File: src/rtl/tri_intersect_seq.sv
// Purpose: time-shares one circle-pair intersection datapath across the (A,B), (B,C), (C,A) pairs of a job.
// Latency: out_valid rises 3*LAT cycles after the accept edge; each zero-radius pair takes 1 cycle instead of LAT.
// Backpressure: results are held in DONE until out_ready; no new job is accepted before returning to IDLE.
module tri_intersect_seq #(
  parameter int N   = 8,
  parameter int LAT = 2
) (
  input  logic              clk,
  input  logic              rst,
  input  logic              in_valid,
  output logic              in_ready,
  input  logic [3*N:0]      a_in,
  input  logic [3*N:0]      b_in,
  input  logic [3*N:0]      c_in,
  output logic [3*N:0]      dp_g,
  output logic [3*N:0]      dp_e,
  input  logic [14*N+33:0]  dp_o,
  output logic              out_valid,
  input  logic              out_ready,
  output logic [14*N+33:0]  res_ab,
  output logic [14*N+33:0]  res_bc,
  output logic [14*N+33:0]  res_ca,
  output logic [2:0]        res_skip,
  output logic              busy
);

  localparam logic [3:0] LAST = 4'(LAT - 1);

  typedef enum logic [1:0] {IDLE, RUN, DONE} state_t;

  state_t         state;
  logic [3*N:0]   circ_a;
  logic [3*N:0]   circ_b;
  logic [3*N:0]   circ_c;
  logic [1:0]     pair;
  logic [3:0]     cnt;
  logic           pair_skip;
  logic           pair_end;

  // A pair with a zero radius on either operand cannot intersect; it is skipped in one cycle.
  assign pair_skip = (dp_g[N:0] == '0) || (dp_e[N:0] == '0);
  assign pair_end  = pair_skip || (cnt == LAST);

  // Ready is held low during reset so nothing is accepted on the reset edge.
  assign in_ready = (state == IDLE) && !rst;
  assign busy     = (state != IDLE);

  // Sequencer: latch the job, walk the three pairs, then hold results for the consumer.
  always_ff @(posedge clk) begin
    if (rst) begin
      state     <= IDLE;
      circ_a    <= '0;
      circ_b    <= '0;
      circ_c    <= '0;
      pair      <= '0;
      cnt       <= '0;
      dp_g      <= '0;
      dp_e      <= '0;
      res_ab    <= '0;
      res_bc    <= '0;
      res_ca    <= '0;
      res_skip  <= '0;
      out_valid <= 1'b0;
    end else begin
      case (state)
        IDLE: begin
          if (in_valid) begin
            circ_a <= a_in;
            circ_b <= b_in;
            circ_c <= c_in;
            pair   <= 2'd0;
            cnt    <= 4'd0;
            dp_g   <= a_in;
            dp_e   <= b_in;
            state  <= RUN;
          end
        end
        RUN: begin
          if (pair_end) begin
            case (pair)
              2'd0:    res_ab <= pair_skip ? '0 : dp_o;
              2'd1:    res_bc <= pair_skip ? '0 : dp_o;
              default: res_ca <= pair_skip ? '0 : dp_o;
            endcase
            res_skip[pair] <= pair_skip;
            cnt            <= 4'd0;
            if (pair == 2'd2) begin
              state     <= DONE;
              out_valid <= 1'b1;
              dp_g      <= '0;
              dp_e      <= '0;
            end else begin
              pair <= pair + 2'd1;
              if (pair == 2'd0) begin
                dp_g <= circ_b;
                dp_e <= circ_c;
              end else begin
                dp_g <= circ_c;
                dp_e <= circ_a;
              end
            end
          end else begin
            cnt <= cnt + 4'd1;
          end
        end
        DONE: begin
          if (out_ready) begin
            out_valid <= 1'b0;
            state     <= IDLE;
          end
        end
        default: state <= IDLE;
      endcase
    end
  end

endmodule

File: config.mk
export PLATFORM = sky130hd
export DESIGN_NAME = tri_intersect_seq
export DESIGN_NICKNAME = d
export VERILOG_FILES = /design/src/rtl/tri_intersect_seq.sv
export SDC_FILE = /design/constraint.sdc
export NUM_CORES = 1
export LEC_CHECK = 0
export CORE_AREA = 2 2 276 278
export CTS_CLUSTER_DIAMETER = 50
export DETAILED_ROUTE_END_ITERATION = 12
export DIE_AREA = 0 0 278 280
export PLACE_DENSITY = 0.63
export SYNTH_ARGS = -nofsm -noshare
export SYNTH_HDL_FRONTEND = slang
export SYNTH_SLANG_ARGS = --single-unit
File: constraint.sdc
create_clock -name clk -period 3 [get_ports clk]
set_input_delay 0.6 -clock clk [delete_from_list [all_inputs] [get_ports clk]]
set_output_delay 0.6 -clock clk [all_outputs]
set_load 0.05 [all_outputs]
## After elaboration in Yosys (flattened, before gate mapping)

Index checks and enable logic that the tools add are counted.

- Multiplexer cells: 30
- Eq/ne operators: 10
- Add/sub/neg operators: 2
- Reduce and logical (&&, ||, !) cells: 23
- Bitwise operators: 1
- Order comparisons: 2

Operator list:

| cell | number |
|---|---|
| 25-bit 2-to-1 mux | 8 |
| 146-bit 2-to-1 mux | 1 |
| 25-bit case mux with 2 select lines | 2 |
| 9-bit zero test | 2 |
| 2-bit 2-to-1 mux | 7 |
| 3-bit AND reduction | 4 |
| 4-bit AND reduction | 3 |
| 2-bit inequality test (second input constant) | 5 |
| 4-bit 2-to-1 mux | 2 |
| 4-bit case mux with 2 select lines | 1 |
| 2-bit case mux with 3 select lines | 1 |
| 2-bit AND reduction | 3 |
| 2-bit nonzero test | 3 |
| 4-bit by 1-bit adder with 4-bit output (second input constant) | 1 |
| 2-bit by 1-bit == test with 1-bit output (second input constant) | 2 |
| 2-bit == test (second input constant) | 2 |
| 4-bit by 1-bit == test with 1-bit output (second input constant) | 1 |
| 2-bit zero test | 2 |
| 1-bit 2-to-1 mux | 4 |
| 2-bit case mux with 2 select lines | 1 |
| 3-bit bitwise mux | 1 |
| 2-bit by 3-bit < comparator with 1-bit output (second input constant) | 1 |
| 2-bit by 1-bit adder with 2-bit output (second input constant) | 1 |
| 1-bit demux with 2-bit select | 1 |
| other kinds (7) | 9 |

- Output and inout port bits: 494
- Word-level logic and storage cells: 81
- Flip-flop bits (word level): 575

## Depth between registers and ports, before layout

Gate-level depths: netlist of the first run.

- Depth in word-level cells: 5
- Depth in mapped cells: 9

## Worst setup path after synthesis of the first run

No wires, ideal clock.

- Path kind: input to output
- Start: in rst
- End: out in_ready
- Arrival: 1.851 ns
- Setup slack: 0.549 ns
- Cell stages on the path: 4
- Data required time: 2.400 ns
- Cells stage by stage: clkbuf_1 clkbuf_1 clkbuf_1 nor2_1

- Cells in the longest elaborated chain, start to end: 2

Ends and longest elaborated chain:

| what | RTL line | source |
|---|---|---|
| from (decl) | 9 | `input logic rst,` |
| 1-bit zero test | 45 | `assign in_ready = (state == IDLE) && !rst;` |
| 1-bit logical AND | 45 |  |
| to (decl) | 11 | `output logic in_ready,` |

No other way between the ends.

## Worst setup path after layout of the first run

- Start: reg state[0]
- End: out busy

- Cells in the longest elaborated chain, start to end: 1

Ends and longest elaborated chain:

| what | RTL line | source |
|---|---|---|
| from (decl) | 31 | `state_t state;` |
| from (signal assigned) | 51 | `state <= IDLE;` |
| from (signal assigned) | 75 | `state <= RUN;` |
| from (signal assigned) | 88 | `state <= DONE;` |
| 2-bit nonzero test | 46 | `assign busy = (state != IDLE);` |
| to (decl) | 24 | `output logic busy` |

No other way between the ends.

==> impl_metrics.csv, run 1 <==
group,metric,value,unit
synthesis,yosysUniqueCellTypes,42,
critical_path,cp_data_required_time,2.40,ns
timing,worstMarginPinSlew,0.878,ns
clock_tree,clock_path_buffers,3,
drt,drc,0,
floorplanning,rows,101,
floorplanning,fp.dieH,280,um
power_and_ir_drop,p_per_area,678,nW/um^2
timing,hold_ws,0.430,ns
clock_tree,htree_levels,3,
clock_tree,cts_made_buffers,78,
floorplanning,dieArea,77800,sq um
placement,gp_congestion,0.847,
drt,drtIter0Drc,1539,
synthesis,synthFlopType,"dfxtp_1",
critical_path,critPathLaunchType,"register",
critical_path,cp_max_fo,4,
floorplanning,start_util,29.4,%
final_layout,drive_gt1_share,7.30,%
final_layout,final_nets,3532,
synthesis,synth.net_count,2927,
synthesis,syn_area,22100,sq um
power_and_ir_drop,pwr-share-clk,43.6,%
global_routing,grt_remaining_overflow,0,
clock_tree,cts.repair.resized,0,
job,drv_cap,0,
synthesis,ys_seq_area_share,52.1,%
synthesis,synth_top_area_cell,"dfxtp_1",
power_and_ir_drop,p_int,15.4,mW
timing,setup_viol,0,
drt,postRouteAntennaNets,0,
global_routing,grt_antenna_before_repair,7,
global_routing,grt_max_degree,145,
clock_tree,cts_hold_buf,0,
timing,final_max_slew_viol_count,0,
drt,wl_per_cell,19.4,um
placement,placed_cells,4200,
floorplanning,core,75200,sq um
timing,setup_tns,0,ns
timing,finalCritPeriodShare,93.3,%
global_routing,grt_use_total,20.4,%
synthesis,synth_edf_count,0,
floorplanning,ios,719,
floorplanning,fp.dieW,278,um
timing,min_period,2.80,ns
synthesis,ys_seq_elements,575,
drt,drtPass1Iterations,5,
final_layout,area_delta_synth_final,48.7,%
critical_path,crit_type,"reg2out",
final_layout,utilization,43.7,%
clock_tree,clk_latency,0.62,ns
synthesis,avgSynthCellArea,8.20,sq um
drt,routed_via_density,4.99,
global_routing,grt_pass1_wl,125000,um
drt,num_vias,21700,
synthesis,synth_top_area_share,52.1,%
run_status,status,"completed",
critical_path,cp.arrival,2.20,ns
clock_tree,postCtsSetupRepairBufs,0,
drt,wirelength,84200,um
power_and_ir_drop,leakagePower,11.3,nW
critical_path,end_kind,"output port",
synthesis,ys_top_cells_by_area,"dfxtp_1 52%, a21oi_1 12%, nand3_1 10%",
timing,finalHoldViolCount,0,
power_and_ir_drop,power_frac_seq,36.9,%
global_routing,grt_pass1_vias,20100,
synthesis,syn_inst,2697,
clock_tree,cts_tree,"built",
power_and_ir_drop,peakVddDrop,0.461,mV
timing,slew_headroom,41.4,%
clock_tree,cts_sinks,575,
placement,dpl.hpwl,56400,um
timing,fmax,357,MHz
placement,io_buffers,718,
synthesis,async_flop_share,0,%
timing,fin_worst_skew,0.0398,ns
power_and_ir_drop,swShare,30.8,%
synthesis,ys_top_cells_by_count,"591 x nand2_1, 575 x dfxtp_1, 516 x a21oi_1",
synthesis,synth.most_common_cell,"nand2_1",
worst_hold_path,hold_class,"in2reg",
final_layout,instances_no_fill,4341,
clock_tree,clk_pin_slew,0.06,ns
timing,rsz0062_at_grt,"false",
clock_tree,clockRootBuffer,"clkbuf_16",
power_and_ir_drop,p_comb_share,19.6,%
synthesis,synth_warnings,0,
power_and_ir_drop,p_switching,6.86,mW
## per-layer routing
layer / GRT usage [%] / routed length (um)
met4: 8.72 / 3800
met3: 6.55 / 6880
met5: 0 / 31
met2: 33.8 / 39900
met1: 24.4 / 33600
## worst paths after layout
path               from    endpoint  slack (ns)  depth (start not counted)
max            state[0]        busy        0.20                          4
min reg2reg  res_ab[98]  res_ab[98]        0.45                          2
min                 rst      cnt[1]        0.43                          2
max reg2reg     dp_g[0]  res_ab[97]        0.47                          7
## cell usage in the layout (no fill, tap or decap), types with 4 or more instances in the layout
master           netlist  layout
a21oi_1              516     516
buf_12                 0      28
buf_4                 44      32
bufinv_16              0       9
clkbuf_1             122      10
clkbuf_16              0      81
clkbuf_8               0      11
clkdlybuf4s50_1        0     716
clkinv_2               0       6
clkinvlp_4             0       5
dfxtp_1              575     575
diode_2                0       5
inv_1                  5       5
inv_6                  0       4
inv_8                  0       4
mux2i_1               50      50
nand2_1              591     590
nand3_1              445     445
nor2_1               115     114
nor3_1                 4       4
nor4_1                11      11
nor4_2                41      41
o21a_1                50      50
## cells by family (layout without fill, tap and decap cells)
kind of cell / count (synthesis) / after routing / synth area share [%]
adders and majority gates: 5 / 5 / 0.283
and+or+nand+nor: 1223 / 1223 / 25.3
AOI/OAI and AO/OA: 587 / 587 / 14.3
muxes: 50 / 50 / 2.26
other: 0 / 5 / 0
buffers and inverters: 257 / 918 / 5.80
DFF: 575 / 575 / 52.1
## sequential cells by signal, summed over array words and instances, names as in the netlist
name,cells
circ_b,25
res_ab,146
state,2
circ_a,25
dp_e,25
cnt,4
circ_c,25
res_skip,3
out_valid,1
dp_g,25
pair,2
res_ca,146
res_bc,146
## worst max-delay path, cell delays in order, from the launching register on
cell and delay (ns):
dfxtp_1 0.33, buf_4 0.15, nor2_1 0.25, inv_1 0.11, clkdlybuf4s50_1 0.74
## power groups by stage
stage	registers (mW)	clock network (mW)	logic [mW]
final	8.23	9.72	4.37
after global routing	8.27	10.2	4.63
after CTS	8.23	9.94	4.38
after detailed placement	8.39	0	4.37
after global placement	8.38	0	4.37
after floorplan	9.40	0	1.69
## stage by stage
stage                     cell area, sq um  worst slack (ns)  total power [mW]
final                                32900             0.202              22.3
after global routing                 32900            0.0620              23.1
after CTS                            32900            0.0999              22.5
after detailed placement             30100             0.514              12.8
after global placement               30100             0.542              12.7
after floorplan                      22100             0.549              11.1
## final cells by class
cell class / instances / area [sq um]
Clock inverter: 34 / 518
Fill cell: 7437 / 42300
Inverter: 5 / 18.8
Tap cell: 978 / 1220
Clock buffer: 102 / 2220
Sequential cell: 575 / 11500
Antenna cell: 5 / 12.5
Timing Repair Buffer: 777 / 7980
Multi-Input combinational cell: 1865 / 9410
No activity file was read; power rests on OpenSTA's default activity.
==> run 2, diff against run 1 <==
--- a/config.mk
+++ b/config.mk
@@ -5,10 +5,10 @@
 export SDC_FILE = /design/constraint.sdc
 export NUM_CORES = 1
 export LEC_CHECK = 0
-export CORE_AREA = 2 2 276 278
-export CTS_CLUSTER_DIAMETER = 50
+export CORE_AREA = 5 5 279 281
+export CTS_CLUSTER_DIAMETER = 60
 export DETAILED_ROUTE_END_ITERATION = 12
-export DIE_AREA = 0 0 278 280
+export DIE_AREA = 0 0 284 286
 export PLACE_DENSITY = 0.63
 export SYNTH_ARGS = -nofsm -noshare
 export SYNTH_HDL_FRONTEND = slang
==> constraint.sdc (replaced) <==
create_clock -name clk -period 3.4 [get_ports clk]
set_input_delay 0.68 -clock clk [delete_from_list [all_inputs] [get_ports clk]]
set_output_delay 0.68 -clock clk [all_outputs]
set_load 0.05 [all_outputs]
==> run 2 against run 1 <==
Via count decreased by 0.73%. Critical endpoint is now in_ready. Largest cell class unchanged. Clock skew is 0.0092 ns lower. Flip-flop and latch count stayed put. Total power down 18%. Critical path type unchanged.
==> impl_metrics.csv, run 2 (synthesis results as in run 1) <==
group,metric,value,unit
critical_path,crit_path_max_incr_delay,0.84,ns
drt,drtPass1Iterations,5,
timing,fin_worst_skew,0.0307,ns
critical_path,crit_path_cell_trace,"nor2_1 -> inv_1 -> nor2_1 -> clkdlybuf4s50_1",
placement,io_buffers,718,
timing,slew_headroom,24.7,%
drt,num_vias,21500,
power_and_ir_drop,p_total,18.2,mW
clock_tree,htree_levels,3,
timing,fmax,343,MHz
timing,final_max_slew_viol_count,0,
floorplanning,dieArea,81200,sq um
global_routing,grt_pass1_wl,128000,um
clock_tree,clock_path_buffers,3,
clock_tree,cts_sinks,575,
critical_path,r2r_setup_slack,0.79,ns
clock_tree,clk_pin_slew,0.06,ns
critical_path,r2r_end,"res_ca[95]",
global_routing,grt_antenna_before_repair,11,
final_layout,drive_gt1_share,6.11,%
final_layout,final_nets,3506,
critical_path,cp_data_required_time,2.72,ns
placement,dpl.hpwl,56800,um
critical_path,cp-endpoint,"in_ready",
clock_tree,cts.repair.resized,0,
floorplanning,fp.dieW,284,um
critical_path,crit_type,"reg2out",
power_and_ir_drop,leakagePower,10.9,nW
critical_path,end_kind,"output port",
timing,setup_viol,0,
timing,finalHoldViolCount,0,
floorplanning,ios,719,
timing,hold_ws,0.396,ns
timing,finalCritPeriodShare,85.6,%
critical_path,crit-reg2reg-launch,"dp_g[0]",
clock_tree,cts_tree,"built",
critical_path,worst-path-stages,4,
drt,postRouteAntennaNets,0,
drt,drtIter0Drc,1650,
global_routing,grt_use_total,19.8,%
critical_path,critical_path.slowest_cell,"clkdlybuf4s50_1",
placement,place_area,30000,sq um
critical_path,cp.arrival,2.23,ns
drt,drc,0,
final_layout,final_cell_area,32200,sq um
worst_hold_path,worstHoldStart,"rst",
critical_path,cp_common_cell,"nor2_1",
timing,setup_tns,0,ns
final_layout,final_cell_mix,"717 x clkdlybuf4s50_1, 590 x nand2_1, 575 x dfxtp_1, 516 x a21oi_1, 445 x nand3_1",
critical_path,critPathLaunchType,"register",
drt,wirelength,85800,um
floorplanning,rows,101,
critical_path,reg2reg_depth,6,
placement,gp_congestion,0.842,
global_routing,grt_pass1_vias,20200,
clock_tree,cts_hold_buf,0,
drt,routed_via_density,4.99,
worst_hold_path,hold_class,"in2reg",
final_layout,mostFrequentLayoutCell,"clkdlybuf4s50_1",
run_status,status,"completed",
critical_path,critPathLaunch,"state[1]",
power_and_ir_drop,p_per_area,566,nW/um^2
critical_path,cp_num_buf_inv,2,
timing,rsz0062_at_grt,"false",
clock_tree,clk_latency,0.60,ns
power_and_ir_drop,peakVddDrop,0.337,mV
floorplanning,core,75200,sq um
floorplanning,start_util,29.4,%
job,drv_cap,0,
clock_tree,clockRootBuffer,"clkbuf_16",
global_routing,grt_remaining_overflow,0,
floorplanning,fp.dieH,286,um
timing,min_period,2.91,ns
timing,worstMarginPinSlew,1.13,ns
critical_path,path_delay_family,"buffers and inverters",
drt,wl_per_cell,19.9,um
global_routing,grt_max_degree,201,
final_layout,largestRegisters,"res_ab (146), res_bc (146), res_ca (146)",
final_layout,area_delta_synth_final,45.5,%
clock_tree,cts_made_buffers,69,
clock_tree,postCtsSetupRepairBufs,0,
critical_path,cp_max_fo,6,
## run 2: layout make-up
type,count,area (sq um)
clock inverter,19,198
fill,7542,43000
clock buffer,98,2000
inverter,5,18.8
sequential,575,11500
antenna,5,12.5
tap,978,1220
timing repair buffer,760,7790
multi-input combinational,1865,9410
## run 2: how the worst min path moves through the flow
| stage | cells past startpoint | to | slack, ns |
|---|---|---|---|
| global route | 2 | circ_b[16] | 0.39 |
| detailed placement | 2 | res_bc[113] | 0.44 |
| floorplan | 2 | circ_a[0] | 0.44 |
| global placement | 2 | res_bc[70] | 0.44 |
| CTS | 2 | circ_c[16] | 0.37 |
| finish | 2 | circ_b[16] | 0.40 |
## run 2: stage by stage
step | worst slack (ns) | util (%) | cells
global route | 0.326 | 42.8 | 4304
CTS | 0.404 | 42.8 | 4300
global placement | 0.718 | 39.8 | 4183
detailed placement | 0.749 | 39.8 | 4183
floorplan | 0.789 | - | 2697
finish | 0.488 | 42.8 | 4305
## run 2: layer usage
layer | up-vias | part of all wire, % | track usage [%]
met5 | - | 0.078 | 0
met4 | 10 | 4.2 | 8.41
met3 | 183 | 8.4 | 6.18
met2 | 780 | 48 | 32.8
met1 | 10200 | 39 | 23.9
li1 | 10300 | - | -
## run 2: power breakdown
group / total [mW] / internal (mW) / switching (mW)
sequential: 7.25 / 7.07 / 0.186
clock: 7.18 / 4.26 / 2.93
combinational: 3.77 / 1.16 / 2.61
total: 18.2 / 12.5 / 5.72
==> run 3, diff against run 2 <==
--- a/config.mk
+++ b/config.mk
@@ -9,7 +9,7 @@
 export CTS_CLUSTER_DIAMETER = 60
 export DETAILED_ROUTE_END_ITERATION = 12
 export DIE_AREA = 0 0 284 286
-export PLACE_DENSITY = 0.63
+export PLACE_DENSITY = 0.52
 export SYNTH_ARGS = -nofsm -noshare
 export SYNTH_HDL_FRONTEND = slang
 export SYNTH_SLANG_ARGS = --single-unit
==> run 3 against run 2 <==
Sequential share of layout area grew 0.068 points. Largest cell class unchanged. Critical path type unchanged. Wire length grew 8.3%. Non-clock buffer count shrank 6. Clock skew shrank 0.0073 ns. Critical endpoint unchanged. Worst hold slack gained 0.053 ns.
==> impl_metrics.csv, run 3 (synthesis results as in run 1) <==
group,metric,value,unit
run_status,status,"completed",
placement,dpl.hpwl,63500,um
final_layout,area_delta_synth_final,45.2,%
drt,wl_per_cell,21.6,um
drt,postRouteAntennaNets,0,
final_layout,drive_gt1_share,5.92,%
clock_tree,clk_pin_slew,0.05,ns
timing,fmax,340,MHz
global_routing,grt_pass1_vias,20700,
placement,placed_cells,4177,
timing,fin_worst_skew,0.0234,ns
final_layout,utilization,42.7,%
timing,worstMarginPinSlew,1.15,ns
critical_path,cp_data_required_time,2.72,ns
floorplanning,dieArea,81200,sq um
drt,highest_layer,"met5",
floorplanning,start_util,29.4,%
critical_path,reg2reg_depth,7,
critical_path,cp_max_fo,6,
timing,final_max_slew_viol_count,0,
critical_path,crit_type,"reg2out",
clock_tree,cts_made_buffers,69,
floorplanning,rows,101,
drt,drtIter0Drc,1547,
floorplanning,fp.dieH,286,um
timing,finalCritPeriodShare,86.6,%
clock_tree,cts_tree,"built",
final_layout,final_nets,3500,
worst_hold_path,hold_class,"reg2reg",
power_and_ir_drop,p_int,12.6,mW
critical_path,cp_common_cell,"nor2_1",
critical_path,crit_path_max_incr_delay,0.86,ns
critical_path,critical_path.slowest_cell,"clkdlybuf4s50_1",
drt,routed_via_density,5.05,
timing,slew_headroom,23.3,%
critical_path,critPathLaunchType,"register",
worst_hold_path,holdPathEnd,"res_ab[4]",
floorplanning,core,75200,sq um
critical_path,end_kind,"output port",
critical_path,r2r_end,"res_ab[46]",
critical_path,crit_path_cell_trace,"nor2_1 -> inv_1 -> nor2_1 -> clkdlybuf4s50_1",
power_and_ir_drop,swShare,31.5,%
drt,wl_met1,37000,um
power_and_ir_drop,p_switching,5.80,mW
final_layout,final_cell_mix,"717 x clkdlybuf4s50_1, 590 x nand2_1, 575 x dfxtp_1, 516 x a21oi_1, 445 x nand3_1",
critical_path,crit-reg2reg-launch,"pair[0]",
drt,wirelength,93000,um
critical_path,r2r_setup_slack,0.85,ns
job,drv_cap,0,
clock_tree,clockRootBuffer,"clkbuf_16",
final_layout,mostFrequentLayoutCell,"clkdlybuf4s50_1",
clock_tree,clk_latency,0.60,ns
timing,rsz0062_at_grt,"false",
drt,drc,0,
placement,place_area,29900,sq um
global_routing,grt_pass1_wl,137000,um
clock_tree,cts.repair.resized,0,
drt,drtPass1Iterations,7,
drt,met2_length,44900,um
critical_path,cp.arrival,2.26,ns
power_and_ir_drop,leakagePower,10.9,nW
final_layout,instances_no_fill,4298,
clock_tree,cts_sinks,575,
global_routing,grt_max_degree,209,
power_and_ir_drop,p_total,18.4,mW
final_layout,final_cell_area,32100,sq um
global_routing,grt_antenna_before_repair,14,
clock_tree,cts_hold_buf,0,
placement,gp_congestion,0.855,
critical_path,cp_num_buf_inv,2,
worst_hold_path,min_delay_path_depth,2,
power_and_ir_drop,p_per_area,573,nW/um^2
global_routing,grt_use_total,21.5,%
critical_path,path_delay_family,"buffers and inverters",
drt,num_vias,21700,
floorplanning,fp.dieW,284,um
power_and_ir_drop,power_frac_seq,39.5,%
global_routing,grt_remaining_overflow,0,
floorplanning,ios,719,
power_and_ir_drop,pwr-share-clk,39.7,%
worst_hold_path,worstHoldStart,"res_ab[4]",
clock_tree,htree_levels,3,
clock_tree,clock_path_buffers,3,
power_and_ir_drop,peakVddDrop,0.286,mV
placement,io_buffers,718,
timing,setup_tns,0,ns
power_and_ir_drop,p_comb_share,20.8,%
final_layout,largestRegisters,"res_ab (146), res_bc (146), res_ca (146)",
timing,setup_viol,0,
drt,dr_wl_met3,7830,um
timing,min_period,2.94,ns
clock_tree,postCtsSetupRepairBufs,0,
timing,finalHoldViolCount,0,
[run 3: changes by cell type in the layout (fill, tap and decap cells not counted), moves of 2 or more]
cell	change
buf_4	-3
clkinv_4	-2
clkbuf_1	-4
clkinvlp_4	+2
buf_12	-3
inv_6	-2
clkinv_2	-3
diode_2	+4
bufinv_16	+2
inv_8	+3
[run 3: per-layer routing]
metal  vias to the layer above  global-route usage, %
li1                      10300                      -
met4                        14                   7.70
met1                     10400                   25.8
met2                       767                   36.0
met3                       173                   7.12
met5                         -                      0
[run 3: worst max-delay path by stage]
stage,start,end,slack [ns],depth (start not counted)
floorplan,rst,in_ready,0.79,4
global placement,rst,in_ready,0.82,3
detailed placement,rst,in_ready,0.82,3
CTS,state[1],in_ready,0.37,4
global route,state[0],in_ready,0.30,4
finish,state[1],in_ready,0.46,4
[run 3: power by group through the flow]
stage / sequential (mW) / clock [mW] / combinational, mW
floorplan: 8.30 / 0 / 1.49
global placement: 7.40 / 0 / 3.81
detailed placement: 7.41 / 0 / 3.83
CTS: 7.27 / 7.52 / 3.85
global route: 7.30 / 7.77 / 4.05
finish: 7.27 / 7.30 / 3.83
[run 3: cell type report]
type / instances / area [sq um]
clock buffer: 92 / 1940
inverter: 5 / 18.8
antenna: 9 / 22.5
timing repair buffer: 754 / 7710
sequential: 575 / 11500
multi-input combinational: 1865 / 9400
fill: 7400 / 43100
tap: 978 / 1220
clock inverter: 20 / 273
[run 3: through the flow]
| stage | hold slack [ns] | setup slack (ns) |
|---|---|---|
| 2_1_floorplan | 0.436 | 0.789 |
| 3_3_place_gp | 0.438 | 0.819 |
| 3_5_place_dp | 0.442 | 0.819 |
| 4_1_cts | 0.401 | 0.369 |
| 5_1_grt | 0.417 | 0.303 |
| 6_report | 0.449 | 0.457 |
[run 3: worst reg2reg max path: stages (launching register included)]
cell and delay (ns):
dfxtp_1 0.33, inv_1 0.09, ha_2 0.54, and2_1 0.30, o31a_4 0.52, buf_4 0.38, nand3_1 0.13, a21oi_1 0.17
